<file path="src/rtl/cpri_rx_pkg.sv">
// cpri_rx_pkg: shared types and defaults for the CPRI receive chip framer.
package cpri_rx_pkg;
   typedef enum logic [1:0] {HUNT, PASS, DROP, WAIT_SOF} framer_st_e;
   localparam int CHIP_WORDS_DEF = 96;
   localparam logic [15:0] SYNC_WORD_DEF = 16'hA5C3;
   typedef logic [15:0] cnt16_t;
endpackage

</file>
<file path="src/rtl/cpri_rx_framer_if.sv">
// cpri_rx_framer_if: raw CPRI word input, chip write burst output and status of the framer.
interface cpri_rx_framer_if;
   import cpri_rx_pkg::*;
   logic [63:0] i_cpri_data;
   logic        i_cpri_vld;
   logic        i_cpri_sof;
   logic        i_tready;
   logic        o_cpri_wen;
   logic [6:0]  o_cpri_waddr;
   logic [63:0] o_cpri_wdata;
   logic        o_cpri_wlast;
   logic [15:0] o_fft_agc;
   logic [63:0] o_fft_shift;
   logic        o_lock;
   cnt16_t      o_chip_cnt;
   cnt16_t      o_drop_cnt;
   cnt16_t      o_err_cnt;
   modport master (
      output i_cpri_data, i_cpri_vld, i_cpri_sof, i_tready,
      input  o_cpri_wen, o_cpri_waddr, o_cpri_wdata, o_cpri_wlast,
      input  o_fft_agc, o_fft_shift, o_lock, o_chip_cnt, o_drop_cnt, o_err_cnt
   );
   modport slave (
      input  i_cpri_data, i_cpri_vld, i_cpri_sof, i_tready,
      output o_cpri_wen, o_cpri_waddr, o_cpri_wdata, o_cpri_wlast,
      output o_fft_agc, o_fft_shift, o_lock, o_chip_cnt, o_drop_cnt, o_err_cnt
   );
endinterface

</file>
<file path="src/rtl/sat_cnt16.sv">
// sat_cnt16: 16-bit event counter that sticks at all-ones.
module sat_cnt16
   import cpri_rx_pkg::*;
(
   input  logic   clk,
   input  logic   rst,
   input  logic   inc_i,
   output cnt16_t cnt_o
);
   cnt16_t cnt_q, cnt_d;
   assign cnt_d = (inc_i && !(&cnt_q)) ? cnt_q + 16'd1 : cnt_q;
   always_ff @(posedge clk or posedge rst)
      if (rst) cnt_q <= '0;
      else cnt_q <= cnt_d;
   assign cnt_o = cnt_q;
endmodule

</file>
<file path="src/rtl/cpri_rx_framer.sv">
// cpri_rx_framer: hunts CPRI chip alignment and re-emits accepted chips as addressed write bursts,
// extracting FFT AGC/shift header fields and dropping whole chips when downstream is full.
module cpri_rx_framer
   import cpri_rx_pkg::*;
#(
   parameter int          CHIP_WORDS = CHIP_WORDS_DEF,
   parameter logic [15:0] SYNC_WORD  = SYNC_WORD_DEF,
   parameter int          AGC_IDX    = 1,
   parameter int          SHIFT_IDX  = 2
) (
   input logic             wr_clk,
   input logic             wr_rst,
   cpri_rx_framer_if.slave bus
);
   localparam logic [6:0] LAST_A  = 7'(CHIP_WORDS - 1);
   localparam logic [6:0] AGC_A   = 7'(AGC_IDX);
   localparam logic [6:0] SHIFT_A = 7'(SHIFT_IDX);

   framer_st_e  state_q, state_d;
   logic [6:0]  cnt_q, cnt_d, addr, waddr_q;
   logic [63:0] wdata_q, shift_q;
   logic [15:0] agc_q;
   logic        wen_q, wlast_q;
   logic        start, take, wr, last, inc_chip, inc_drop, inc_err;

   assign start = bus.i_cpri_vld && bus.i_cpri_sof && bus.i_cpri_data[63:48] == SYNC_WORD;

   // In PASS/DROP the counter is always >= 1, so any sof there is a mid-chip abort.
   always_comb begin
      state_d  = state_q;
      cnt_d    = cnt_q;
      addr     = cnt_q;
      take     = 1'b0;
      wr       = 1'b0;
      last     = 1'b0;
      inc_chip = 1'b0;
      inc_drop = 1'b0;
      inc_err  = 1'b0;
      if (bus.i_cpri_vld) begin
         case (state_q)
            HUNT: take = start;
            WAIT_SOF: begin
               take    = start;
               inc_err = !start;
               state_d = start ? state_q : HUNT;
            end
            default: begin
               if (bus.i_cpri_sof) begin
                  inc_err = 1'b1;
                  take    = start;
                  state_d = start ? state_q : HUNT;
                  cnt_d   = '0;
               end else begin
                  wr       = state_q == PASS;
                  last     = cnt_q == LAST_A;
                  inc_chip = wr && last;
                  state_d  = last ? WAIT_SOF : state_q;
                  cnt_d    = last ? '0 : cnt_q + 7'd1;
               end
            end
         endcase
         if (take) begin
            state_d  = bus.i_tready ? PASS : DROP;
            cnt_d    = 7'd1;
            addr     = '0;
            wr       = bus.i_tready;
            inc_drop = !bus.i_tready;
         end
      end
   end

   always_ff @(posedge wr_clk or posedge wr_rst) begin
      if (wr_rst) begin
         state_q <= HUNT;
         cnt_q   <= '0;
         wen_q   <= 1'b0;
         wlast_q <= 1'b0;
         waddr_q <= '0;
         wdata_q <= '0;
         agc_q   <= '0;
         shift_q <= '0;
      end else begin
         state_q <= state_d;
         cnt_q   <= cnt_d;
         wen_q   <= wr;
         wlast_q <= wr && last;
         if (wr) begin
            waddr_q <= addr;
            wdata_q <= bus.i_cpri_data;
         end
         if (wr && addr == AGC_A) agc_q <= bus.i_cpri_data[15:0];
         if (wr && addr == SHIFT_A) shift_q <= bus.i_cpri_data;
      end
   end

   sat_cnt16 u_chip_cnt (.clk(wr_clk), .rst(wr_rst), .inc_i(inc_chip), .cnt_o(bus.o_chip_cnt));
   sat_cnt16 u_drop_cnt (.clk(wr_clk), .rst(wr_rst), .inc_i(inc_drop), .cnt_o(bus.o_drop_cnt));
   sat_cnt16 u_err_cnt  (.clk(wr_clk), .rst(wr_rst), .inc_i(inc_err),  .cnt_o(bus.o_err_cnt));

   assign bus.o_cpri_wen   = wen_q;
   assign bus.o_cpri_waddr = waddr_q;
   assign bus.o_cpri_wdata = wdata_q;
   assign bus.o_cpri_wlast = wlast_q;
   assign bus.o_fft_agc    = agc_q;
   assign bus.o_fft_shift  = shift_q;
   assign bus.o_lock       = state_q != HUNT;
endmodule
</file>
<file path="src/flat_wrapper.sv">
// flat-port wrapper written by rule: the top's interface ports become plain ports
module cpri_rx_framer_flat import cpri_rx_pkg::*;
#(
   parameter int          CHIP_WORDS = CHIP_WORDS_DEF,
   parameter logic [15:0] SYNC_WORD  = SYNC_WORD_DEF,
   parameter int          AGC_IDX    = 1,
   parameter int          SHIFT_IDX  = 2
)
  (wr_clk, wr_rst, bus_i_cpri_data, bus_i_cpri_vld, bus_i_cpri_sof, bus_i_tready, bus_o_cpri_wen, bus_o_cpri_waddr, bus_o_cpri_wdata, bus_o_cpri_wlast, bus_o_fft_agc, bus_o_fft_shift, bus_o_lock, bus_o_chip_cnt, bus_o_drop_cnt, bus_o_err_cnt);
  cpri_rx_framer_if bus_i ();
  input logic wr_clk;
  input logic wr_rst;
  input wire logic [$bits(bus_i.i_cpri_data)-1:0] bus_i_cpri_data;
  input wire logic [$bits(bus_i.i_cpri_vld)-1:0] bus_i_cpri_vld;
  input wire logic [$bits(bus_i.i_cpri_sof)-1:0] bus_i_cpri_sof;
  input wire logic [$bits(bus_i.i_tready)-1:0] bus_i_tready;
  output wire logic [$bits(bus_i.o_cpri_wen)-1:0] bus_o_cpri_wen;
  output wire logic [$bits(bus_i.o_cpri_waddr)-1:0] bus_o_cpri_waddr;
  output wire logic [$bits(bus_i.o_cpri_wdata)-1:0] bus_o_cpri_wdata;
  output wire logic [$bits(bus_i.o_cpri_wlast)-1:0] bus_o_cpri_wlast;
  output wire logic [$bits(bus_i.o_fft_agc)-1:0] bus_o_fft_agc;
  output wire logic [$bits(bus_i.o_fft_shift)-1:0] bus_o_fft_shift;
  output wire logic [$bits(bus_i.o_lock)-1:0] bus_o_lock;
  output wire logic [$bits(bus_i.o_chip_cnt)-1:0] bus_o_chip_cnt;
  output wire logic [$bits(bus_i.o_drop_cnt)-1:0] bus_o_drop_cnt;
  output wire logic [$bits(bus_i.o_err_cnt)-1:0] bus_o_err_cnt;
  assign bus_i.i_cpri_data = bus_i_cpri_data;
  assign bus_i.i_cpri_vld = bus_i_cpri_vld;
  assign bus_i.i_cpri_sof = bus_i_cpri_sof;
  assign bus_i.i_tready = bus_i_tready;
  assign bus_o_cpri_wen = bus_i.o_cpri_wen;
  assign bus_o_cpri_waddr = bus_i.o_cpri_waddr;
  assign bus_o_cpri_wdata = bus_i.o_cpri_wdata;
  assign bus_o_cpri_wlast = bus_i.o_cpri_wlast;
  assign bus_o_fft_agc = bus_i.o_fft_agc;
  assign bus_o_fft_shift = bus_i.o_fft_shift;
  assign bus_o_lock = bus_i.o_lock;
  assign bus_o_chip_cnt = bus_i.o_chip_cnt;
  assign bus_o_drop_cnt = bus_i.o_drop_cnt;
  assign bus_o_err_cnt = bus_i.o_err_cnt;
  cpri_rx_framer #(.CHIP_WORDS(CHIP_WORDS), .SYNC_WORD(SYNC_WORD), .AGC_IDX(AGC_IDX), .SHIFT_IDX(SHIFT_IDX)) u_core (.wr_clk(wr_clk), .wr_rst(wr_rst), .bus(bus_i));
endmodule
</file>
<file path="config.mk">
export PLATFORM = sky130hd
export DESIGN_NAME = cpri_rx_framer_flat
export DESIGN_NICKNAME = d
export VERILOG_FILES = /design/src/rtl/cpri_rx_pkg.sv /design/src/rtl/cpri_rx_framer_if.sv /design/src/rtl/sat_cnt16.sv /design/src/rtl/cpri_rx_framer.sv /design/src/flat_wrapper.sv
export SDC_FILE = /design/constraint.sdc
export NUM_CORES = 1
export LEC_CHECK = 0
export CAP_MARGIN = 20
export CORE_UTILIZATION = 43
export CTS_CLUSTER_SIZE = 20
export DETAILED_ROUTE_END_ITERATION = 8
export PLACE_DENSITY = 0.77
export SETUP_SLACK_MARGIN = 0.5
export SKIP_CTS_REPAIR_TIMING = 1
export SYNTH_ARGS = -nofsm -noshare
export SYNTH_HDL_FRONTEND = slang
export SYNTH_SLANG_ARGS = --single-unit
</file>
<file path="constraint.sdc">
create_clock -name wr_clk -period 7.34 [get_ports wr_clk]
set_input_delay 1.468 -clock wr_clk [delete_from_list [all_inputs] [get_ports wr_clk]]
set_output_delay 1.468 -clock wr_clk [all_outputs]
set_load 0.02 [all_outputs]
</file>
==> out/results.tsv, run 1 <==
metric	value	unit
status	finished clean	
Mapped Cells	626	
Worst EP required	7.71	ns
CP arrival	4.42	ns
Reg2Reg Setup Slack	4.42	ns
first-pass GRT wire length	35000	um
DR DRC count	0	
post-synthesis sequential area ratio	0.584	
largest area contributor in the netlist	dfrtp_1	
fmax	247	MHz
Placement Cell Area	12000	um2
Setup crit start kind	input port	
worst setup margin	3.29	ns
DP HPWL	15500	um
TritonRoute pass-1 iters	4	
pwr/cell area	308	nW/um2
Clock Tree Buf Depth	3	
Total Routing Usage GR	0.204	
Critical-path top delay cell	clkdlybuf4s50_1	
initial antenna violation count	0	
Clk Latency, worst-skew pair	0.49	ns
Yosys cell types	53	
max-slew violation count	0	
min Tclk post-route	4.05	ns
die width	147	um
reg2reg path depth	8	
Final ANT Viol Nets	0	
final setup fails	0	
MaxCap Viol Count	0	
synthesized area	9000	um2
# fillers	1640	
CTS Buf Count	23	
Synth area leaders	dfrtp_1 58%, mux2_2 11%, mux2_4 10%, xor2_1 2.7%, nand3_1 1.5%	
worst-path maximum fanout	39	
layout cell share with drive strength beyond 1	0.232	
FFs w/ async S/R, synth	1.00	
Post-Route Utilization	0.624	
clk root buf	clkbuf_16	
Ports	271	
die height	147	um
Slew headroom	0.350	
post-synth top area share	0.584	
row cnt	52	
Num Clock Sinks	210	
H-tree depth	1	
TritonCTS clock tree	done	
slew of the pin with the lowest slew margin	0.974	ns
Crit Path Class	input port to flip-flop	
Initial Util	0.442	
overall die area	21500	um2
Setup Skew	0.00934	ns
slowest cell delay on critical path	0.71	ns
final hold violation count	0	
Post-synth EDFFs	0	
multi-input logic area	3490	um2
via count	6085	
Top FF cell, synth	dfrtp_1	
Final nets	984	
final instance area	12700	um2
Synth Register Bits	210	
largest net degree at the start of global routing	79	
RSZ-0062 raised after global routing	no	
crit-path cells	clkdlybuf4s50_1 > and4b_1 > nand4b_4 > or2_1 > o21ai_4 > buf_12 > buf_12 > mux2_2	
GPL Wtd Cong	0.806	
total gr overflow	0	
area growth from synthesis to layout	41.2	%
worst hold path cell count	1	
Place WS	2.31	ns
flip-flop and latch area	5260	um2
total negative slack	0	ns
DR vias/cell	5.10	
CTS clock-pin slew for the worst setup and hold paths	0.06	ns
Port-buffer cells	270	
Min-Delay Path Class	flip-flop to flip-flop	
Avg Synthesized Cell Area	14.4	um2
LEAKAGE	0.00585	uW
Avg WL per Cell	18.3	um
Worst Setup End Kind	flip-flop	
CP most frequent cell	buf_12	
routed wire length	21800	um
Placeable Area	20400	um2
vias in the first global route	6165	
synth warn	0	
net count after synthesis	702	
period utilisation layout	0.552	
DRT iter0 DRCs	184	
antenna diode count	0	
Peak VDD IR	0.000161	V
## critical path: cells and delay by family
family,cells,cell delay (ns)
AND/OR/NAND/NOR,3,0.93
multiplexers,1,0.37
AO/OA/AOI/OAI,1,0.36
buffers and inverters,3,1.25
## worst paths after layout
kind | end | start
max in group asynchronous | u_core.bus.o_fft_shift[52]$_DFFE_PP0P_ | wr_rst
min | u_core.u_err_cnt.cnt_o[9]$_DFFE_PP0P_ | u_core.u_err_cnt.cnt_o[9]$_DFFE_PP0P_
max reg2reg | u_core.bus.o_fft_shift[7]$_DFFE_PP0P_ | u_core.state_q[0]$_DFFE_PP0P_
max | u_core.bus.o_cpri_wdata[0]$_DFFE_PP0P_ | bus_i_cpri_vld
min reg2reg | u_core.u_err_cnt.cnt_o[9]$_DFFE_PP0P_ | u_core.u_err_cnt.cnt_o[9]$_DFFE_PP0P_
min in group asynchronous | u_core.bus.o_fft_shift[24]$_DFFE_PP0P_ | wr_rst
## kinds of logic after synthesis
| kind of cell | count (synthesis) | synth area share |
|---|---|---|
| simple gates | 147 | 0.0991 |
| flops | 210 | 0.584 |
| mux | 152 | 0.215 |
| compound gates | 26 | 0.0220 |
| fa+ha+maj | 7 | 0.00973 |
| xor+xnor | 41 | 0.0399 |
| buf+inv | 43 | 0.0306 |
## cells in the final DEF (no fill, tap or decap), types with 3 or more instances in the layout
cell type,n
nand2b_1,4
and3_1,7
nor4b_1,4
mux2_2,91
clkbuf_8,7
nand2_1,19
ha_1,7
nand3_1,27
nor2_1,19
nor4_1,11
o21ai_0,9
nand4_1,14
buf_4,8
nor3_1,11
mux2_4,60
dfrtp_1,210
or4_1,3
xor2_1,28
and4bb_2,3
inv_1,17
xnor2_1,13
clkdlybuf4s50_1,270
nor3b_1,3
clkinv_2,5
a211o_1,3
and4_1,5
clkbuf_16,23
## cell type report
type,instances,share of cell area
flip-flops and latches,210,0.413
multi-input cells,373,0.274
repair buffers,282,0.222
clock buffers,32,0.0534
well taps,270,0.0266
inverters,18,0.00561
clock inverters,7,0.00492
## through the flow
| step | std cells | total power [uW] | hold slack [ns] |
|---|---|---|---|
| finish | 1192 | 3920 | 0.493 |
| global route | 1192 | 4100 | 0.506 |
| CTS | 1191 | 3960 | 0.494 |
| detailed placement | 1152 | 2830 | 0.476 |
| global placement | 1150 | 2800 | 0.475 |
| floorplan | 626 | 2240 | 0.517 |
## cell usage after synthesis, drive strengths merged, types with 2 or more instances
master,count
mux2,152
o21ai,11
nand3,27
clkbuf,6
ha,7
o32a,2
or2,3
nand2b,4
and4,5
nand4b,2
and4b,2
nor3b,3
xor2,28
nor4b,6
buf,19
and3,7
nor3,11
inv,18
a211o,3
nor2,20
xnor2,13
nand4,14
dfrtp,210
and2,2
nand2,19
nor4,12
or4,3
and4bb,3
o221ai,2
## registers in the layout, indices dropped and copies added, names as in the netlist
| register | cells |
|---|---|
| u_core.u_chip_cnt.cnt_o | 16 |
| u_core.bus.o_fft_shift | 64 |
| u_core.bus.o_fft_agc | 16 |
| u_core.bus.o_cpri_wdata | 64 |
| u_core.state_q | 2 |
| u_core.bus.o_cpri_waddr | 7 |
| u_core.bus.o_cpri_wlast | 1 |
| u_core.cnt_q | 7 |
| u_core.u_err_cnt.cnt_o | 16 |
| u_core.u_drop_cnt.cnt_o | 16 |
| u_core.bus.o_cpri_wen | 1 |
## where the power goes
part,internal [uW],switching [uW],total [uW],leakage (uW)
combinational,686,580,1270,0.00266
clock,676,436,1110,0.000370
sequential,1380,158,1540,0.00282
## layer usage
| metal | routed length [um] | global-route usage |
|---|---|---|
| met1 | 9770 | 0.280 |
| met2 | 10000 | 0.327 |
| met3 | 1520 | 0.0460 |
| met4 | 447 | 0.0531 |
| met5 | 0 | 0 |
(Power assumes the default switching activity.)
==> run 2: changes to the inputs <==
==> constraint.sdc (replaced) <==
create_clock -name wr_clk -period 3.3 [get_ports wr_clk]
set_input_delay 0.66 -clock wr_clk [delete_from_list [all_inputs] [get_ports wr_clk]]
set_output_delay 0.66 -clock wr_clk [all_outputs]
set_load 0.02 [all_outputs]
==> run 2 against run 1 <==
Combinational power increased by 120%. Worst hold slack improved by 0.0013 ns. Critical path type is now flip-flop to flip-flop. Sequential share of layout area decreased by 0.75 points. Largest power group unchanged. Via count increased by 0.39%. Flip-flop and latch count unchanged. Critical path depth increased by 1. Clock power increased by 150%. Clock skew increased by 0.0097 ns. Utilization increased by 1.2 points. Sequential power increased by 120%. Register-to-register slack got worse by 3.7 ns. Wire length increased by 0.73%.
==> out/results.tsv, run 2 (same netlist as run 1, synthesis figures left out) <==
metric	value	unit	change
status	finished clean		
CP arrival	2.95	ns	-1.47 ns
max-slew violation count	0		unchanged
commonest non-fill, non-tap cells in the layout	270 x clkdlybuf4s50_1, 210 x dfrtp_1, 91 x mux2_2		
Slew headroom	0.585		+0.235
Setup crit start kind	flip-flop		
Setup Skew	0.0190	ns	+0.00969 ns
slew of the pin with the lowest slew margin	0.617	ns	-0.357 ns
row cnt	52		unchanged
Clk Latency, worst-skew pair	0.51	ns	+0.02 ns
Reg2Reg Setup Slack	0.72	ns	-3.70 ns
pwr/cell area	696	nW/um2	+130%
reg2reg end	u_core.bus.o_fft_shift[39]$_DFFE_PP0P_		
CTS Buf Count	24		+4.3%
reg2reg path depth	9		+1
final setup fails	0		unchanged
multi-input logic area	3500	um2	+0.32%
Post-Route Utilization	0.636		+0.0116
Final nets	994		+1.0%
DP HPWL	15500	um	-0.27%
DRT iter0 DRCs	172		-6.5%
total gr overflow	0		unchanged
antenna diode count	0		unchanged
period utilisation layout	0.780		
area growth from synthesis to layout	43.8	%	
Peak VDD IR	0.000374	V	+130%
via count	6109		+0.39%
Avg WL per Cell	18.2	um	-0.44%
worst r2r src	u_core.state_q[1]$_DFFE_PP0P_		
die width	147	um	unchanged
Min Hold Slack	0.494	ns	+0.00133 ns
MaxCap Viol Count	0		unchanged
overall die area	21500	um2	unchanged
H-tree depth	1		unchanged
# fillers	1559		-4.9%
Worst EP required	3.68	ns	-4.03 ns
worst hold path startpoint	u_core.u_chip_cnt.cnt_o[7]$_DFFE_PP0P_		
initial antenna violation count	0		unchanged
layout cell share with drive strength beyond 1	0.244		+0.0115
Num Clock Sinks	210		unchanged
total negative slack	0	ns	unchanged
Critical-path top delay cell	ha_2		
slowest cell delay on critical path	0.47	ns	-0.24 ns
Initial Util	0.442		unchanged
CTS clock-pin slew for the worst setup and hold paths	0.06	ns	about the same
worst-path maximum fanout	16		-59%
TritonCTS clock tree	done		
DR DRC count	0		unchanged
fmax	388	MHz	
GPL Wtd Cong	0.803		-0.42%
first-pass GRT wire length	35100	um	+0.53%
Min-Delay Path Class	flip-flop to flip-flop		
Total Routing Usage GR	0.205		+0.000574
Worst Setup End Kind	flip-flop		
clk root buf	clkbuf_16		
flip-flop and latch area	5260	um2	unchanged
crit-path cells	inv_1 > ha_2 > nand3b_2 > nor2_4 > nand2_1 > nor4b_4 > buf_4 > buf_12 > mux2_2		
vias in the first global route	6240		+1.2%
RSZ-0062 raised after global routing	no		
commonest non-fill, non-tap cell in the layout	clkdlybuf4s50_1		
DR vias/cell	5.07		-0.77%
largest net degree at the start of global routing	90		+14%
Crit Path Class	flip-flop to flip-flop		
die height	147	um	unchanged
Placeable Area	20400	um2	unchanged
total power	9010	uW	+130%
TritonRoute pass-1 iters	5		+1
Clock Tree Buf Depth	3		unchanged
CP bufs+invs	3		unchanged
routed wire length	21900	um	+0.73%
min Tclk post-route	2.58	ns	
final hold violation count	0		unchanged
worst hold path cell count	1		unchanged
LEAKAGE	0.00596	uW	+1.9%
end of the worst hold path	u_core.u_chip_cnt.cnt_o[7]$_DFFE_PP0P_		
delay-heaviest family, CP	simple AND/OR/NAND/NOR gates		
Final ANT Viol Nets	0		unchanged
Ports	271		unchanged
Port-buffer cells	270		unchanged
-- run 2: cell types whose count changed in the layout (fill, tap and decap cells not counted), sizes merged --
cell      delta
buf          +9
bufinv       +2
clkinv       +3
clkbuf       +1
clkinvlp     -1
-- run 2: layer usage --
layer / track usage / vias to the layer above / wire (um) / part of all wire
met4: 0.0448 / 0 / 351 / 0.016
met2: 0.337 / 207 / 10500 / 0.48
met5: 0 / - / 0 / 0
li1: - / 2827 / - / -
met1: 0.279 / 3045 / 9760 / 0.45
met3: 0.0413 / 30 / 1340 / 0.061
-- run 2: how the worst max path moves through the flow --
| stage | start | endpoint | cells after the start |
|---|---|---|---|
| 6_report | u_core.state_q[1]$_DFFE_PP0P_ | u_core.bus.o_fft_shift[39]$_DFFE_PP0P_ | 9 |
| 5_1_grt | u_core.state_q[0]$_DFFE_PP0P_ | u_core.bus.o_fft_shift[39]$_DFFE_PP0P_ | 9 |
| 4_1_cts | u_core.state_q[0]$_DFFE_PP0P_ | u_core.bus.o_fft_shift[39]$_DFFE_PP0P_ | 9 |
| 3_5_place_dp | bus_i_cpri_data[50] | u_core.bus.o_cpri_wdata[63]$_DFFE_PP0P_ | 7 |
| 3_3_place_gp | bus_i_cpri_data[50] | u_core.bus.o_cpri_wdata[63]$_DFFE_PP0P_ | 7 |
| 2_1_floorplan | wr_rst | u_core.bus.o_cpri_waddr[0]$_DFFE_PP0P_ | 1 |
-- run 2: power by group --
| group | switching (uW) | internal, uW | leakage [uW] |
|---|---|---|---|
| Combinational | 1290 | 1540 | 0.00272 |
| Sequential | 349 | 3070 | 0.00282 |
| Clock | 1040 | 1730 | 0.000421 |
-- run 2: final cells by class --
class	instances	area share
repair buffers	291	0.227
inverters	18	0.00551
multi-input cells	373	0.270
well taps	270	0.0261
clock buffers	33	0.0545
clock inverters	11	0.0103
flip-flops and latches	210	0.406
-- run 2: per-stage QoR --
stage,cell area [um2],worst slack (ns),instances
2_1_floorplan,9010,-0.0882,626
3_3_place_gp,12100,0.368,1161
3_5_place_dp,12100,0.339,1161
4_1_cts,12900,0.517,1205
5_1_grt,12900,0.588,1206
6_report,12900,0.725,1206
